--- src/rtl/dmem_arbiter.sv ---
// dmem_arbiter: shares one BRAM port between the CPU M-stage and a loader/DMA
// port. A BOOT phase gives the loader exclusive access while the CPU is held
// in reset. In RUN the CPU has priority, and a saturating wait counter lets
// the external port through after MAX_WAIT consecutive lost arbitrations.
module dmem_arbiter #(
    parameter int BOOT_EN  = 1,
    parameter int MAX_WAIT = 8
) (
    input  logic        clk,
    input  logic        reset_n,
    input  logic        cpu_req,
    input  logic [3:0]  cpu_we,
    input  logic [31:0] cpu_addr,
    input  logic [31:0] cpu_wdata,
    output logic        cpu_gnt,
    output logic        cpu_stall,
    output logic        cpu_rvalid,
    input  logic        ext_req,
    input  logic [3:0]  ext_we,
    input  logic [31:0] ext_addr,
    input  logic [31:0] ext_wdata,
    output logic        ext_gnt,
    output logic        ext_rvalid,
    input  logic        boot_done,
    output logic        cpu_hold,
    output logic        mem_en,
    output logic [3:0]  mem_we,
    output logic [31:0] mem_addr,
    output logic [31:0] mem_wdata,
    input  logic [31:0] mem_rdata
);

    typedef enum logic {
        ST_BOOT = 1'b0,
        ST_RUN  = 1'b1
    } state_t;

    localparam state_t     RESET_STATE = (BOOT_EN != 0) ? ST_BOOT : ST_RUN;
    localparam logic [3:0] WAIT_MAX    = 4'(MAX_WAIT);

    state_t     state_q;
    logic       hold_q;
    logic [3:0] wait_q, wait_d;
    logic       rsp_vld_q, rsp_vld_d;
    logic       rsp_ext_q, rsp_ext_d;
    logic       ext_pri;

    // Read data goes straight from the BRAM to the requesters; only the
    // valid strobes are routed here.
    logic unused_rdata;
    assign unused_rdata = ^mem_rdata;

    assign ext_pri = (wait_q >= WAIT_MAX);

    // Grant decision: BOOT serves only the loader, RUN favours the CPU unless EXT is starved
    always_comb begin
        cpu_gnt = 1'b0;
        ext_gnt = 1'b0;
        if (reset_n) begin
            if (state_q == ST_BOOT) begin
                ext_gnt = ext_req;
            end else if (cpu_req && ext_req) begin
                if (ext_pri) begin
                    ext_gnt = 1'b1;
                end else begin
                    cpu_gnt = 1'b1;
                end
            end else begin
                cpu_gnt = cpu_req;
                ext_gnt = ext_req;
            end
        end
    end

    // Memory port mux: the granted requester drives the BRAM, otherwise all zero
    always_comb begin
        mem_en    = 1'b0;
        mem_we    = 4'b0000;
        mem_addr  = 32'h0;
        mem_wdata = 32'h0;
        if (cpu_gnt) begin
            mem_en    = 1'b1;
            mem_we    = cpu_we;
            mem_addr  = cpu_addr;
            mem_wdata = cpu_wdata;
        end else if (ext_gnt) begin
            mem_en    = 1'b1;
            mem_we    = ext_we;
            mem_addr  = ext_addr;
            mem_wdata = ext_wdata;
        end
    end

    // Next-state for the starvation counter and the response tag
    always_comb begin
        wait_d = 4'd0;
        if ((state_q == ST_RUN) && ext_req && !ext_gnt) begin
            wait_d = ext_pri ? WAIT_MAX : (wait_q + 4'd1);
        end
        rsp_vld_d = (cpu_gnt && (cpu_we == 4'b0000)) ||
                    (ext_gnt && (ext_we == 4'b0000));
        rsp_ext_d = ext_gnt;
    end

    // Boot/run FSM with registered CPU hold; boot_done only matters in BOOT
    always_ff @(posedge clk or negedge reset_n) begin
        if (!reset_n) begin
            state_q <= RESET_STATE;
            hold_q  <= (BOOT_EN != 0);
        end else if ((state_q == ST_BOOT) && boot_done) begin
            state_q <= ST_RUN;
            hold_q  <= 1'b0;
        end
    end

    // Wait counter and {valid, port} response tag; reset drops any read in flight
    always_ff @(posedge clk or negedge reset_n) begin
        if (!reset_n) begin
            wait_q    <= 4'd0;
            rsp_vld_q <= 1'b0;
            rsp_ext_q <= 1'b0;
        end else begin
            wait_q    <= wait_d;
            rsp_vld_q <= rsp_vld_d;
            rsp_ext_q <= rsp_ext_d;
        end
    end

    assign cpu_stall  = cpu_req & ~cpu_gnt;
    assign cpu_rvalid = rsp_vld_q & ~rsp_ext_q;
    assign ext_rvalid = rsp_vld_q & rsp_ext_q;
    assign cpu_hold   = hold_q;

endmodule

--- config.mk ---
export PLATFORM = sky130hd
export DESIGN_NAME = dmem_arbiter
export DESIGN_NICKNAME = d
export VERILOG_FILES = /design/src/rtl/dmem_arbiter.sv
export SDC_FILE = /design/constraint.sdc
export NUM_CORES = 1
export LEC_CHECK = 0
export ABC_AREA = 1
export BUFFER_PORTS_ARGS = -buffer_cell sky130_fd_sc_hd__buf_2
export CAP_MARGIN = 20
export CORE_AREA = 2 2 96 98
export DETAILED_ROUTE_END_ITERATION = 8
export DIE_AREA = 0 0 98 100
export MAX_ROUTING_LAYER = met4
export SYNTH_ARGS = -nofsm -noshare
export SYNTH_HDL_FRONTEND = slang
export SYNTH_SLANG_ARGS = --single-unit
--- constraint.sdc ---
create_clock -name clk -period 2.8 [get_ports clk]
set_clock_uncertainty 0.15 [all_clocks]
set_input_delay 0.42 -clock clk [delete_from_list [all_inputs] [get_ports clk]]
set_output_delay 0.42 -clock clk [all_outputs]
set_load 0.005 [all_outputs]
# Word level (Yosys, flattened, before mapping)
# Cells that the tools add are included.
[word_totals]
register_bits = 8
latchBits = 0
ram_bits = 0
rom_bits = 0
input_bits = 173
out_inout_bits = 75
word_cells = 41
mem_count = 0
[op_classes]
add_sub_neg = 1
n_mul = 0
div = 0
n_lt_le_gt_ge = 1
n_eq_ne = 0
shifts = 0
n_mux = 18
bitwise = 6
reduce_logical = 10
[ops]
columns = ["cell", "count"]
rows = [
  ["2-to-1 mux 32 bit", 4],
  ["2-to-1 mux 4 bit", 4],
  ["2-to-1 mux 1 bit", 10],
  ["zero test 4 bit", 2],
  ["logical AND 1 bit", 6],
  ["adder 4 x 1 -> 4 bit (second input constant)", 1],
  ["greater-or-equal comparator 4 bit (second input constant)", 1],
  ["bitwise AND 1 bit", 3],
  ["inverter 1 bit", 3],
  ["zero test 1 bit", 1],
  ["logical OR 1 bit", 1],
]

# Longest topological paths before layout
# Gate-level depths: netlist of the first run.
[depth]
depth_word = 8
ltp_mapped = 6
ltp_nobuf = 5

# Worst setup path after synthesis of the first run
# No wires, ideal clock.
[synth_path]
kind = "input port to output port"
start = "input port reset_n"
end = "output port mem_addr[16]"
arrival_time_ns = 1.087
required_time_ns = 2.230
setup_slack_ns = 1.143
cell_stages = 6
n_path_buf = 2
cell_sequence = "nand2_1 clkinv_1 buf_2 buf_2 nand3_1 nand2_1"
[synth_between]
elab_chain_len = 3
elab_cells_between_ends = 4
classes_between = "mux (4)"
[synth_lines]
columns = ["element", "line", "source"]
rows = [
  ["from (decl)", "10", "input logic reset_n,"],
  ["2-to-1 mux 1 bit", "59", "if (reset_n) begin"],
  ["2-to-1 mux 32 bit", "86", "end else if (ext_gnt) begin"],
  ["2-to-1 mux 32 bit *", "81", "if (cpu_gnt) begin"],
  ["to (decl)", "28", "output logic [31:0] mem_addr,"],
]
# Mark *: on every way between the ends. The rest lies on a longest branch, timed or not.

# Worst setup path after layout of the first run
[layout_path]
start = "input port reset_n"
end = "output port mem_wdata[28]"
[layout_between]
elab_chain_len = 3
elab_cells_between_ends = 4
classes_between = "mux (4)"
[layout_lines]
columns = ["element", "line", "source"]
rows = [
  ["2-to-1 mux 1 bit", "59", ""],
  ["2-to-1 mux 32 bit", "86", ""],
  ["2-to-1 mux 32 bit *", "81", ""],
  ["to (decl)", "29", "output logic [31:0] mem_wdata,"],
]
# Marked as above.

==> results of run 1 <==
[layer usage]
metal,global-route usage [%],wire length (um),share of wire [%]
met3,1.60,552,9.4
met1,12.1,2270,39
met5,-,0,0
met4,1.92,47,0.80
met2,21.0,3000,51
[stage by stage]
| stage | worst slack [ps] | total power (W) | cells | utilization, % | area (sq um) |
|---|---|---|---|---|---|
| final | 191 | 0.000588 | 600 | 30.8 | 2740 |
| after global routing | 6.16 | 0.000631 | 600 | 30.8 | 2740 |
| after CTS | 50.7 | 0.000590 | 600 | 30.6 | 2720 |
| after detailed placement | 590 | 0.000437 | 595 | 30.0 | 2670 |
| after global placement | 633 | 0.000431 | 595 | 30.0 | 2670 |
| after floorplan | 1140 | 0.000272 | 284 | - | 1590 |
[final timing paths]
path,startpoint,to,slack [ps]
min reg2reg,cpu_hold,cpu_hold,330
min,boot_done,cpu_hold,200
min in group asynchronous,reset_n,state_q,430
max in group asynchronous,reset_n,cpu_hold,1800
max,reset_n,mem_wdata[28],190
max reg2reg,state_q,wait_q[0],1300
[final cells by class]
| type | instances | area [sq um] |
|---|---|---|
| fill | 984 | 6150 |
| tap | 111 | 139 |
| multi-input combinational | 244 | 1160 |
| clock buffer | 4 | 45.0 |
| timing repair buffer | 222 | 1150 |
| inverter | 11 | 41.3 |
| sequential | 8 | 201 |
[cell families (layout without fill, tap and decap cells)]
family / count (synthesis) / count (layout) / share of synthesized area [%]
AOI/OAI and AO/OA: 2 / 2 / 0.786
adders and majority gates: 2 / 2 / 1.57
buffers and inverters: 32 / 237 / 14.2
DFF: 8 / 8 / 12.7
and+or+nand+nor: 240 / 240 / 70.8
[state kept, by name, indices dropped and copies added (netlist names)]
| signal | flops |
|---|---|
| wait_q | 4 |
| cpu_hold | 1 |
| rsp_ext_q | 1 |
| rsp_vld_q | 1 |
| state_q | 1 |
[report_power, final]
group	switching (W)	total, W	internal [W]
Clock	0.0000517	0.000151	0.0000992
Combinational	0.000157	0.000313	0.000156
Sequential	0.00000305	0.000123	0.000120
Total	0.000212	0.000588	0.000376
[what timing repair did]
action / in CTS / in global routing
endpoints found under the hold margin: 7 / 0
setup endpoints to repair: 0 / 53
resized for setup: 0 / 4
hold buffers: 1 / 0
[worst max-delay path, delay by kind of cell]
kind                   cells  cell delay [ps]
buffers and inverters      4             1190
and+or+nand+nor            4              410
[Yosys cell counts]
cell type,number
buf_8,3
buf_1,5
nand3_4,1
clkinv_1,1
o21ai_0,1
and2_0,1
nor2_8,1
nand3_2,1
nor2_1,14
a21boi_0,1
ha_1,2
dfstp_2,1
dfrtp_1,7
or2_2,1
clkbuf_1,5
inv_1,10
buf_4,1
buf_12,4
nand2_1,113
buf_2,3
nand2_2,38
and2_1,1
nand3_1,69
[cells in the final DEF (no fill, tap or decap)]
cell	Yosys	final
nand3_4	1	1
a21boi_0	1	1
or2_2	1	1
nand3_2	1	1
and2_1	1	1
nand3_1	69	69
and2_0	1	1
buf_2	3	215
clkbuf_8	0	3
nand2_1	113	113
ha_1	2	2
nor2_1	14	14
o21ai_0	1	1
inv_2	0	1
buf_6	0	4
inv_1	10	10
dfstp_2	1	1
nor2_8	1	1
nand2_2	38	38
clkbuf_1	5	1
buf_4	1	2
dfrtp_1	7	7
dlygate4sd3_1	0	1
==> metrics.txt, run 1 <==
status=finished, final reports clean; pins over their slew limit=0; DP HPWL=4.81 mm; P_leak=1.84 nW; WHS=204 ps; Reg2Reg Depth=5; Worst Hold Class=input port to flip-flop; Syn Std Cell Area=1590 sq um; setup TNS=0 ps; final setup fails=0; area delta synth->final=71.9%; all-layer global routing usage=10.9%; final net count=665; Avg Cell Area, Syn=5.60 sq um; setup bufs post-CTS=0; fin crit share=93.2%; Max VDD drop=186 uV; WL per Instance=9.77 um; Synth area leader=nand2_1; Ys Warns=0; number of antenna diodes=0; CTS Root Buffer Type=clkbuf_8; Synth area leaders=nand2_1 27%, nand3_1 22%, nand2_2 15%; CP max-delay cell=dlygate4sd3_1; gpl congestion=0.684; total wire length=5.86 mm; die height=100 um; Final Hold Vio Count=0; CTS buffer count=3; First-pass DRT Iterations=4; Max Cap Viol=0; Yosys cell types=23; DR iter-0 viols=44; Req. time, crit path=2230 ps; Slowest Stage Delay on Critical Path=520 ps; initial antenna violation count=0; num rows=35; core area=8890 sq um; post-route ant nets=0; Worst-Skew Late Latency=230 ps; Die ar.=9800 sq um; Clock Path Buffers=2; GRT overflow=0; relative slew slack=76.6%; Starting Density=17.9%; Worst Hold Path Cells=2; largest net degree at the start of global routing=38; Die Span X=98 um; vias in the first global route=2,156; Cells after Synth=284; Worst-Margin Slew=351 ps; Crit Path Class=input port to output port; Fmax=383 MHz; first-pass GRT wire length=9.20 mm; Worst-path clk slew=40 ps; top cell type's share of synthesized area=26.7%; crit path launch type=input port; power per cell area=215 nW/um^2; vias per std cell=4.19; DR vias=2,511; synthesized flop and latch total=8; unrepaired setup endpoints after global routing=false; PortBufs=215; htree depth=1; crit-path cells=dlygate4sd3_1 -> buf_2 -> nand3_4 -> nor2_8 -> buf_6 -> nand2_1 -> nand2_1 -> buf_2; # IOs=248; CTS tree=built; proportion of layout cells with a drive suffix above 1=54.8%; Post-Syn Nets=459; sequential share of the synthesized area=12.7%; worst-path fanout max=37; Sinks on Clock Net=8; Post-route DRC=0; Worst Setup End Kind=output port; Worst EP arrival=2040 ps; minimum clock period=2610 ps
No activity file was read; power rests on OpenSTA's default activity.
==> run 2: changes to the inputs <==
- PLACE_DENSITY_LB_ADDON: default -> 0.15
- SETUP_SLACK_MARGIN: default -> 0.5
==> metrics.txt, run 2 (synthesis gave the netlist of run 1 again) <==
PortBufs=215 (unchanged); final net count=665 (unchanged); Worst-Margin Slew=472 ps (+121 ps); Crit Path Class=flip-flop to output port; DR iter-0 viols=62 (+41%); CP max-delay cell=dfrtp_1; Worst Hold Class=input port to asynchronous set/reset pin; Final Hold Vio Count=0 (unchanged); Fmax=469 MHz (+22%); Max Cap Viol=0 (unchanged); CTS Root Buffer Type=clkbuf_8; die height=100 um (unchanged); WP buf/inv=2 (-2); reg-to-reg slack, setup=1330 ps (+30 ps); Slowest Stage Delay on Critical Path=460 ps (-60 ps); power per cell area=216 nW/um^2 (+0.61%); First-pass DRT Iterations=4 (unchanged); worst-path fanout max=38 (+2.7%); commonest non-fill, non-tap cells in the layout=215 x buf_2, 113 x nand2_1, 69 x nand3_1; Sinks on Clock Net=8 (unchanged); P_leak=1.84 nW (about the same); detailed-routed wire length on met3=557 um (+0.91%); all-layer global routing usage=12.6% (+1.6 points); Post-route DRC=0 (unchanged); Clock Path Buffers=2 (unchanged); unrepaired setup endpoints after global routing=false; final setup fails=0 (unchanged); area delta synth->final=72.0% (about the same); Max Used Layer=met4; commonest non-fill, non-tap cell in the layout=buf_2; Worst Setup End Kind=output port; crit-path cells=nand3_2 -> buf_4 -> nand3_1 -> nand2_1 -> buf_2; WL per Instance=11.0 um (+12%); pins over their slew limit=0 (unchanged); DR vias=2,487 (-0.96%); initial antenna violation count=0 (unchanged); Reg2Reg Depth=5 (unchanged); largest net degree at the start of global routing=45 (+18%); Register Area=201 sq um (unchanged); Worst-path clk slew=40 ps (about the same); first-pass GRT wire length=10.3 mm (+12%); Worst EP arrival=1560 ps (-480 ps); met2 WL=3.33 mm (+11%); Max VDD drop=214 uV (+15%); proportion of layout cells with a drive suffix above 1=54.8% (unchanged); num rows=35 (unchanged); post-route ant nets=0 (unchanged); Multi-input gate area=1160 sq um (unchanged); htree depth=1 (unchanged); minimum clock period=2130 ps (-475 ps); status=finished, final reports clean; total wire length=6.59 mm (+12%); vias per std cell=4.15 (-0.96%); overall power=0.000591 W (+0.66%); Req. time, crit path=2230 ps (about the same); number of antenna diodes=0 (unchanged); worst reg2reg path startpoint=state_q; max reg flops=4 (unchanged); fin crit share=76.2% (-17 points); vias in the first global route=2,156 (unchanged); relative slew slack=68.5% (-8.1 points); # IOs=248 (unchanged); CTS buffer count=3 (unchanged); family with the most delay on the worst path=buffers and inverters; Die Span X=98 um (unchanged); core area=8890 sq um (unchanged); M1 WL=2.67 mm (+18%); setup bufs post-CTS=0 (unchanged); setup TNS=0 ps (unchanged); Die ar.=9800 sq um (unchanged); DP HPWL=5.25 mm (+9.3%); filler instances=1,067 (+8.4%); Worst-Skew Late Latency=240 ps (about the same); R2R Path End=wait_q[1]; Starting Density=17.9% (unchanged); GRT overflow=0 (unchanged); crit path launch type=flip-flop; CTS tree=built; gpl congestion=0.767 (+12%); Largest Register=wait_q
## run 2: cell type report
class,count,share of cell area (%)
flip-flops and latches,8,7.36
well taps,111,5.07
multi-input cells,244,42.5
repair buffers,222,41.9
clock buffers,4,1.65
inverters,11,1.51
## run 2: what timing repair did
item,CTS,global route
hold buffers,1,0
hold endpoints to repair,7,0
gates resized for setup,0,1
setup endpoints to repair,0,12
## run 2: power breakdown
group          leakage [nW]  switching (W)  total [W]  internal, W
Clock                0.0228      0.0000511   0.000150    0.0000992
Combinational          1.72       0.000161   0.000318     0.000157
Sequential            0.100     0.00000314   0.000123     0.000120
Total                  1.84       0.000215   0.000591     0.000376
## run 2: worst register-to-register path, stage by stage (launching register included)
cell	delay, ps
dfrtp_1	460
nand3_2	120
buf_4	300
nand2_1	110
nand2_1	160
nor2_1	60
## run 2: worst max path at each step
stage	depth (start not counted)	startpoint	endpoint	slack (ps)
2_1_floorplan	6	reset_n	mem_addr[16]	1140
3_3_place_gp	7	reset_n	mem_wdata[12]	550
3_5_place_dp	7	reset_n	mem_addr[28]	560
4_1_cts	6	state_q	mem_addr[28]	540
5_1_grt	6	wait_q[3]	mem_addr[1]	550
6_report	5	state_q	mem_wdata[12]	670
## run 2: metal layers
layer | vias to the layer above | GRT usage, %
met5 | - | -
met4 | 0 | 1.92
met3 | 3 | 2.09
met2 | 109 | 22.7
met1 | 1070 | 15.1
li1 | 1305 | -
## run 2: stage by stage
step | cell area, sq um | instances | hold WS, ps | setup WS (ps) | utilization, %
after CTS | 2730 | 600 | 40.2 | 539 | 30.8
after global routing | 2740 | 600 | 48.1 | 549 | 30.8
after floorplan | 1590 | 284 | -25.6 | 1140 | -
after global placement | 2680 | 595 | 151 | 553 | 30.1
after detailed placement | 2680 | 595 | 157 | 560 | 30.1
final | 2740 | 600 | 41.8 | 667 | 30.8
